--- config.mk ---
export PLATFORM = sky130hd
export DESIGN_NAME = uart_tx_queue
export DESIGN_NICKNAME = d
export VERILOG_FILES = /design/src/rtl/uart_tx_queue.sv
export SDC_FILE = /design/constraint.sdc
export NUM_CORES = 1
export LEC_CHECK = 0
export CAP_MARGIN = 20
export CORE_ASPECT_RATIO = 0.6
export CORE_MARGIN = 2
export CORE_UTILIZATION = 35
export DETAILED_ROUTE_END_ITERATION = 8
export PLACE_DENSITY = 0.49
export SLEW_MARGIN = 20
export SYNTH_ARGS = -nofsm -noshare
export SYNTH_HDL_FRONTEND = slang
export SYNTH_SLANG_ARGS = --single-unit
--- constraint.sdc ---
create_clock -name clk -period 3.3 [get_ports clk]
set_input_delay 0.66 -clock clk [delete_from_list [all_inputs] [get_ports clk]]
set_output_delay 0.66 -clock clk [all_outputs]
set_load 0.02 [all_outputs]
--- src/rtl/uart_tx_queue.sv ---
// Buffered transmit front end: a byte FIFO filled from the CPU write port and
// drained one byte at a time into the UART through a start/busy handshake.
module uart_tx_queue #(
  parameter int DEPTH        = 16,
  parameter int BUSY_TIMEOUT = 4
) (
  input  logic                     clk,
  input  logic                     rst,
  input  logic                     wr_en,
  input  logic [7:0]               wr_data,
  output logic                     wr_ready,
  input  logic                     flush,
  output logic [$clog2(DEPTH):0]   level,
  output logic                     empty,
  output logic                     overflow,
  input  logic                     ovf_clr,
  output logic                     tx_start,
  output logic [7:0]               tx_data,
  input  logic                     tx_busy
);

  localparam int AW = $clog2(DEPTH);
  localparam int CW = $clog2(BUSY_TIMEOUT + 1);
  localparam logic [AW:0]   FULL_LEVEL = (AW + 1)'(DEPTH);
  localparam logic [CW-1:0] TIMEOUT    = CW'(BUSY_TIMEOUT);

  typedef enum logic [1:0] {
    IDLE,
    LAUNCH,
    WAIT_BUSY,
    WAIT_DONE
  } state_t;

  state_t        state;
  state_t        state_next;
  logic [CW-1:0] count;
  logic [CW-1:0] count_next;
  logic [CW-1:0] count_inc;
  logic          launch;
  logic          push;

  logic [7:0]    mem [DEPTH];
  logic [AW-1:0] wr_ptr;
  logic [AW-1:0] rd_ptr;

  assign wr_ready  = (level != FULL_LEVEL);
  assign empty     = (level == '0);
  assign push      = wr_en && wr_ready && !flush;
  assign count_inc = count + CW'(1);

  always_ff @(posedge clk or negedge rst) begin
    if (!rst) begin
      state <= IDLE;
      count <= '0;
    end else begin
      state <= state_next;
      count <= count_next;
    end
  end

  // A launch is held off during flush so the popped byte can never be one
  // that the same edge is discarding.
  always_comb begin
    state_next = state;
    count_next = count;
    launch     = 1'b0;
    tx_start   = 1'b0;
    case (state)
      IDLE: begin
        if (!empty && !tx_busy && !flush) begin
          launch     = 1'b1;
          state_next = LAUNCH;
        end
      end
      LAUNCH: begin
        tx_start   = 1'b1;
        count_next = '0;
        state_next = WAIT_BUSY;
      end
      WAIT_BUSY: begin
        if (tx_busy) begin
          state_next = WAIT_DONE;
        end else begin
          count_next = count_inc;
          if (count_inc == TIMEOUT) begin
            state_next = IDLE;
          end
        end
      end
      WAIT_DONE: begin
        if (!tx_busy) begin
          state_next = IDLE;
        end
      end
      default: begin
        state_next = IDLE;
      end
    endcase
  end

  always_ff @(posedge clk) begin
    if (push) begin
      mem[wr_ptr] <= wr_data;
    end
  end

  always_ff @(posedge clk or negedge rst) begin
    if (!rst) begin
      wr_ptr <= '0;
      rd_ptr <= '0;
      level  <= '0;
    end else if (flush) begin
      wr_ptr <= '0;
      rd_ptr <= '0;
      level  <= '0;
    end else begin
      if (push) begin
        wr_ptr <= wr_ptr + AW'(1);
      end
      if (launch) begin
        rd_ptr <= rd_ptr + AW'(1);
      end
      case ({push, launch})
        2'b10:   level <= level + (AW + 1)'(1);
        2'b01:   level <= level - (AW + 1)'(1);
        default: level <= level;
      endcase
    end
  end

  // tx_data only moves on a launch, so it stays put for the whole frame.
  always_ff @(posedge clk or negedge rst) begin
    if (!rst) begin
      tx_data <= 8'h00;
    end else if (launch) begin
      tx_data <= mem[rd_ptr];
    end
  end

  // A fresh overflow wins over a simultaneous clear.
  always_ff @(posedge clk or negedge rst) begin
    if (!rst) begin
      overflow <= 1'b0;
    end else if (wr_en && !wr_ready && !flush) begin
      overflow <= 1'b1;
    end else if (ovf_clr) begin
      overflow <= 1'b0;
    end
  end

endmodule
Yosys cells after proc, flatten, opt, wreduce, memory -nomap -nowiden
Memory sizes are Yosys's and may differ from the RTL's. A register that Yosys moved wholly into a read port is not among the register bits.
Index checks and enable logic that the tools add are counted.
{"block": "op_classes", "addsub": 5, "multipliers": 0, "div_mod_pow": 0, "n_lt_le_gt_ge": 0, "eq_ne": 11, "n_shift": 0, "n_mux": 20, "bitwise_logic": 0, "reduce_logical": 20}
{"op": "$mux W4", "n": 4}
{"op": "$pmux W5 S2", "n": 1}
{"op": "$add A4 B1 Y4 const B", "n": 2}
{"op": "$mux W2", "n": 4}
{"op": "$pmux W2 S4", "n": 1}
{"op": "$reduce_bool A2 Y1", "n": 4}
{"op": "$mux W1", "n": 7}
{"op": "$eq A2 B2 Y1 const B", "n": 3}
{"op": "$logic_and A1 B1 Y1", "n": 6}
{"op": "$ne A2 B2 Y1 const B", "n": 3}
{"op": "$pmux W3 S2", "n": 1}
{"op": "$add A5 B1 Y5 const B", "n": 1}
{"op": "$logic_not A1 Y1", "n": 5}
{"op": "$logic_not A5 Y1", "n": 1}
{"op": "$mux W5", "n": 1}
{"op": "$ne A5 B5 Y1 const B", "n": 1}
{"op": "$sub A5 B1 Y5 const B", "n": 1}
{"op": "$eq A2 B1 Y1 const B", "n": 2}
{"op": "$add A3 B1 Y3 const B", "n": 1}
{"op": "$eq A3 B3 Y1 const B", "n": 1}
{"op": "$mux W3", "n": 1}
{"op": "$ne A3 B3 Y1 const B", "n": 1}
{"op": "$reduce_and A3 Y1", "n": 1}
{"op": "$reduce_bool A3 Y1", "n": 1}
{"op": "2 further kinds", "n": 2}
{"block": "word_totals", "register_bits": 19, "latch_bits": 0, "mem_bits_rw": 128, "rom_bits": 0, "out_inout_bits": 17, "mem_count": 1}
{"name": "mem", "depth": 16, "word_bits": 8, "read_ports": 1, "rd_clocked_by_memory_dff": 1, "write_ports": 1, "line": "42", "text": "logic [7:0] mem [DEPTH];"}

Logic depth before layout (Yosys ltp)
Gate-level depths: netlist (run 1).
{"block": "depth", "word_depth": 9, "ltp_mapped": 11, "ltp_nobuf": 10}

Worst setup path after synthesis (run 1)
OpenSTA, ideal clock, no wires.
{"block": "synth_path", "path_kind": "input -> register", "start": "input tx_busy", "end": "register level[4]", "arrival_time_ns": 2.962, "required_time_ns": 3.196, "path_slack_ns": 0.234, "path_stages": 11, "cell_sequence": "buf_2 nor4_1 a21boi_0 nand2_1 xnor2_1 ha_1 or3_1 a21oi_1 nand3_1 a2111o_1 o311ai_1"}
{"block": "synth_via", "elab_chain_cells": 8, "word_cells_on_any_way": 10, "cone_classes": "eq/ne: 2; mux: 4; reduce/logical: 4"}
{"element": "from (decl)", "line": "19", "text": "input logic tx_busy"}
{"element": "$logic_not A1 Y1 *"}
{"element": "$logic_and A1 B1 Y1 * (2 in a row)", "line": "70", "text": "if (!empty && !tx_busy && !flush) begin"}
{"element": "$mux W1 *", "line": "70"}
{"element": "$mux W1 *", "line": "68", "text": "case (state)"}
{"element": "$eq A2 B1 Y1 / $eq A2 B2 Y1 (equally long branches)", "line": "123", "text": "case ({push, launch})"}
{"element": "$pmux W5 S2", "line": "123"}
{"element": "$mux W5", "line": "112", "text": "end else if (flush) begin"}
{"element": "to (signal assigned)", "line": "124", "text": "2'b10: level <= level + (AW + 1)'(1);"}
{"element": "to (signal assigned)", "line": "125", "text": "2'b01: level <= level - (AW + 1)'(1);"}
{"element": "to (signal assigned)", "line": "126", "text": "default: level <= level;"}
{"element": "to (decl)", "line": "13", "text": "output logic [$clog2(DEPTH):0] level,"}
Mark *: on every way between the ends. The rest lies on a longest branch, timed or not.
A chain may end at the register's enable or synchronous reset.

Worst setup path after layout (run 1)
Ends and elaborated chain as after synthesis.

==> results.md, run 1 <==
- Post-layout util: 0.430
- Register-to-register setup slack: roughly 0.3 ns
- Hold Path Stages: 2
- Leak: 2.66 nW
- Final wirelength: between 10 and 15 mm
- Clock network power share: 0.360
- Die height: 109 um
- WP data arrival: 3.31 ns
- First-pass GRT wire length: roughly 21 mm
- Top cell type's share of synthesized area: 0.600
- Nets: between 400 and 500
- Crit. End Element: flop
- Layout cells sized above 1: 0.247
- CTS Buffer Depth: 2
- Critical path class: in -> reg
- Peak supply drop: ~350 uV
- Least-Margin Pin Slew: a little over 0.8 ns
- Power Internal: approximately 3.9 mW
- Largest net degree at the start of global routing: 36
- Fin crit period: roughly 3.0 ns
- CP required: around 3.6 ns
- Flop pwr share: 0.436
- Hold slack: 0.480 ns
- Initial antenna violation count: 0
- R2R Path Start: level[3]
- CTS Buf Count: 17
- Final Hold Viols: 0
- P&R area growth vs syn: 20.8%
- Rows: 38
- Grt total ovfl: 0
- Most frequent cells after synthesis: edfxtp_1, nand2_1, mux4_2, dfrtp_1, nor2_1
- Yosys cell types: 43
- Core area: around 0.018 mm2
- H-tree lvl count: 4
- Avg Cell Area, Syn: roughly 17 um2
- Design area: just under 0.008 mm2
- Most frequent cell after synthesis: edfxtp_1
- CTS tree: built
- Filler cell count: around 1,600
- Clock slew at reported path FFs: approximately 0.060 ns
- Via count: 3,335
- CP startpoint kind: primary input
- Status: finished clean
- Setup violations, final: 0
- Routed len/inst: a little over 20 um
- Final max-slew violation count: 0
- Vias in the first global route: between 3,000 and 4,000
- Comb power frac: 0.204
- Seq/Total Area, Yosys: 0.705
- R2r worst-path depth: 10
- Hold WC Path Type: reg -> reg
- Skew-Pair Late Insertion Delay: about 0.4 ns
- Cts hold-fix bufs: 0
- Slew margin rel.: 0.458
- Max Cap Violations: 0
- Syn Nets: roughly 400
- Total GRT Usage: 0.154
- Cell taking the most area after synthesis: edfxtp_1
- Die Wd: roughly 180 um
- Share of synthesized flip-flops with an asynchronous set or reset: 0.174
- Final Wtd Congestion: slightly below 0.8
- Via-to-Cell Ratio: a little under 5
- Initial Util: 0.356
- Pwr per Cell Area: between 600 and 700 mW/mm2
- Switching Share: 0.275
- Skew final: 0.0108 ns
- Total Power: 5.39 mW
- DRT iter0 DRCs: around 220
- Net switching power: 1.48 mW
- Die area: between 0.015 and 0.02 mm2
- Reg2reg end: level[4]
- Hold EP: tx_data[0]
- Antenna cells: 0
- Main synth FF type: edfxtp_1
- DRC Markers: 0
- Worst-path maximum fanout: 4
- Synth Instances: 371
- F_max: 332 MHz
- Hold Startpoint: tx_data[0]
- Mapped Area: between 0.006 and 0.007 mm2
- Largest cells by area after synthesis: edfxtp_1, mux4_2, dfrtp_1
- DP HPWL: between 9 and 10 mm
- RSZ-0062 raised after global routing: false
- Post-DP Area: about 0.007 mm2
- YS warnings: 0
- CTS Root Cell: clkbuf_16
- DRT Pass-1 Iters: 4
- I/O Buffers: 30
- # Post-CTS Setup Buffers: 0
- CTS Sinks: around 160
- CTS resizes: 0
- Period utilization: 0.912
- Post-DRT Antenna Nets: 0
- Post-synthesis register bit count: around 160
- Number of synthesized flops with an enable pin: roughly 130
- Io pins: 31
[layout by cell type, fill, tap and decap left out, drive strengths merged, types with 3 or more instances in the layout]
cell and count:
clkdlybuf4s50 30, inv 11, ha 9, mux4 40, edfxtp 128, clkinv 7, o21ai 9, xor2 6
nand2b 4, a21oi 7, nor3 5, clkbuf 17, buf 31, nor2b 3, nand2 48, dfrtp 27
o211ai 3, mux2i 3, or4 3, nor2 24, a2111o 3
[power by group through the flow]
stage / registers (mW) / clock network (mW) / logic (mW)
floorplan: 2.43 / 0 / 0.644
global route: 2.37 / 2.07 / 1.20
global placement: 2.39 / 0 / 1.11
CTS: 2.35 / 1.99 / 1.12
finish: 2.35 / 1.94 / 1.10
detailed placement: 2.39 / 0 / 1.12
[final cells by class]
type	count	area [um2]	share of cell area
repair buffers	61	546	0.0704
clock inverters	15	165	0.0213
multi-input cells	188	1760	0.228
well taps	240	300	0.0388
inverters	6	22.5	0.00291
clock buffers	17	425	0.0549
flip-flops and latches	155	4520	0.584
[metal layers]
| layer | global-route usage | vias to the layer above | share of wire |
|---|---|---|---|
| met1 | 0.244 | 1712 | 0.52 |
| met5 | 0 | - | 0 |
| met4 | 0.0331 | 0 | 0.0053 |
| met2 | 0.215 | 60 | 0.42 |
| li1 | - | 1558 | - |
| met3 | 0.0363 | 5 | 0.048 |
[cell families after synthesis]
group | share of synthesized area
muxes | 0.145
xor gates and xnor gates | 0.0109
buffers and inverters | 0.0197
and+or+nand+nor | 0.0714
adders and majority gates | 0.0176
AOI/OAI and AO/OA | 0.0301
DFF | 0.705
[through the flow]
step | TNS [ns] | instances | worst slack (ns)
2_1_floorplan | 0 | 371 | 0.234
3_3_place_gp | -0.0365 | 650 | -0.0365
3_5_place_dp | -0.0832 | 650 | -0.0832
4_1_cts | 0 | 682 | 0.327
5_1_grt | 0 | 682 | 0.0914
6_report | 0 | 682 | 0.292
[flip-flops by register name (all words and copies together) (netlist names)]
name      flops
tx_data       8
mem         128
wr_ptr        4
state         2
rd_ptr        4
overflow      1
level         5
count         3
[how the worst max path moves through the flow]
stage / startpoint / endpoint / slack, ns / cells past startpoint
after floorplan: tx_busy / level[4] / 0.23 / 11
after global placement: tx_busy / level[4] / -0.04 / 11
after detailed placement: tx_busy / level[4] / -0.08 / 11
after CTS: level[3] / level[4] / 0.33 / 10
after global routing: tx_busy / level[4] / 0.09 / 11
final: tx_busy / level[4] / 0.29 / 11
[worst max-delay path, stage by stage]
cell and delay [ns]:
clkdlybuf4s50_1 0.42, nor4_1 0.40, a21boi_1 0.25, nand2_1 0.15, xnor2_1 0.16, ha_1 0.21, or3_1 0.31, a21oi_1 0.16
nand3_1 0.11, a2111o_1 0.38, o311ai_1 0.10
Power figures use the tool's default switching activity.
==> inputs of run 2 (changes only) <==
--- a/config.mk
+++ b/config.mk
@@ -11,7 +11,6 @@
 export CORE_UTILIZATION = 35
 export DETAILED_ROUTE_END_ITERATION = 8
 export PLACE_DENSITY = 0.49
-export SLEW_MARGIN = 20
 export SYNTH_ARGS = -nofsm -noshare
 export SYNTH_HDL_FRONTEND = slang
 export SYNTH_SLANG_ARGS = --single-unit
==> results of run 2 <==
Final layout, timing and power as in run 1 (identical DEF).
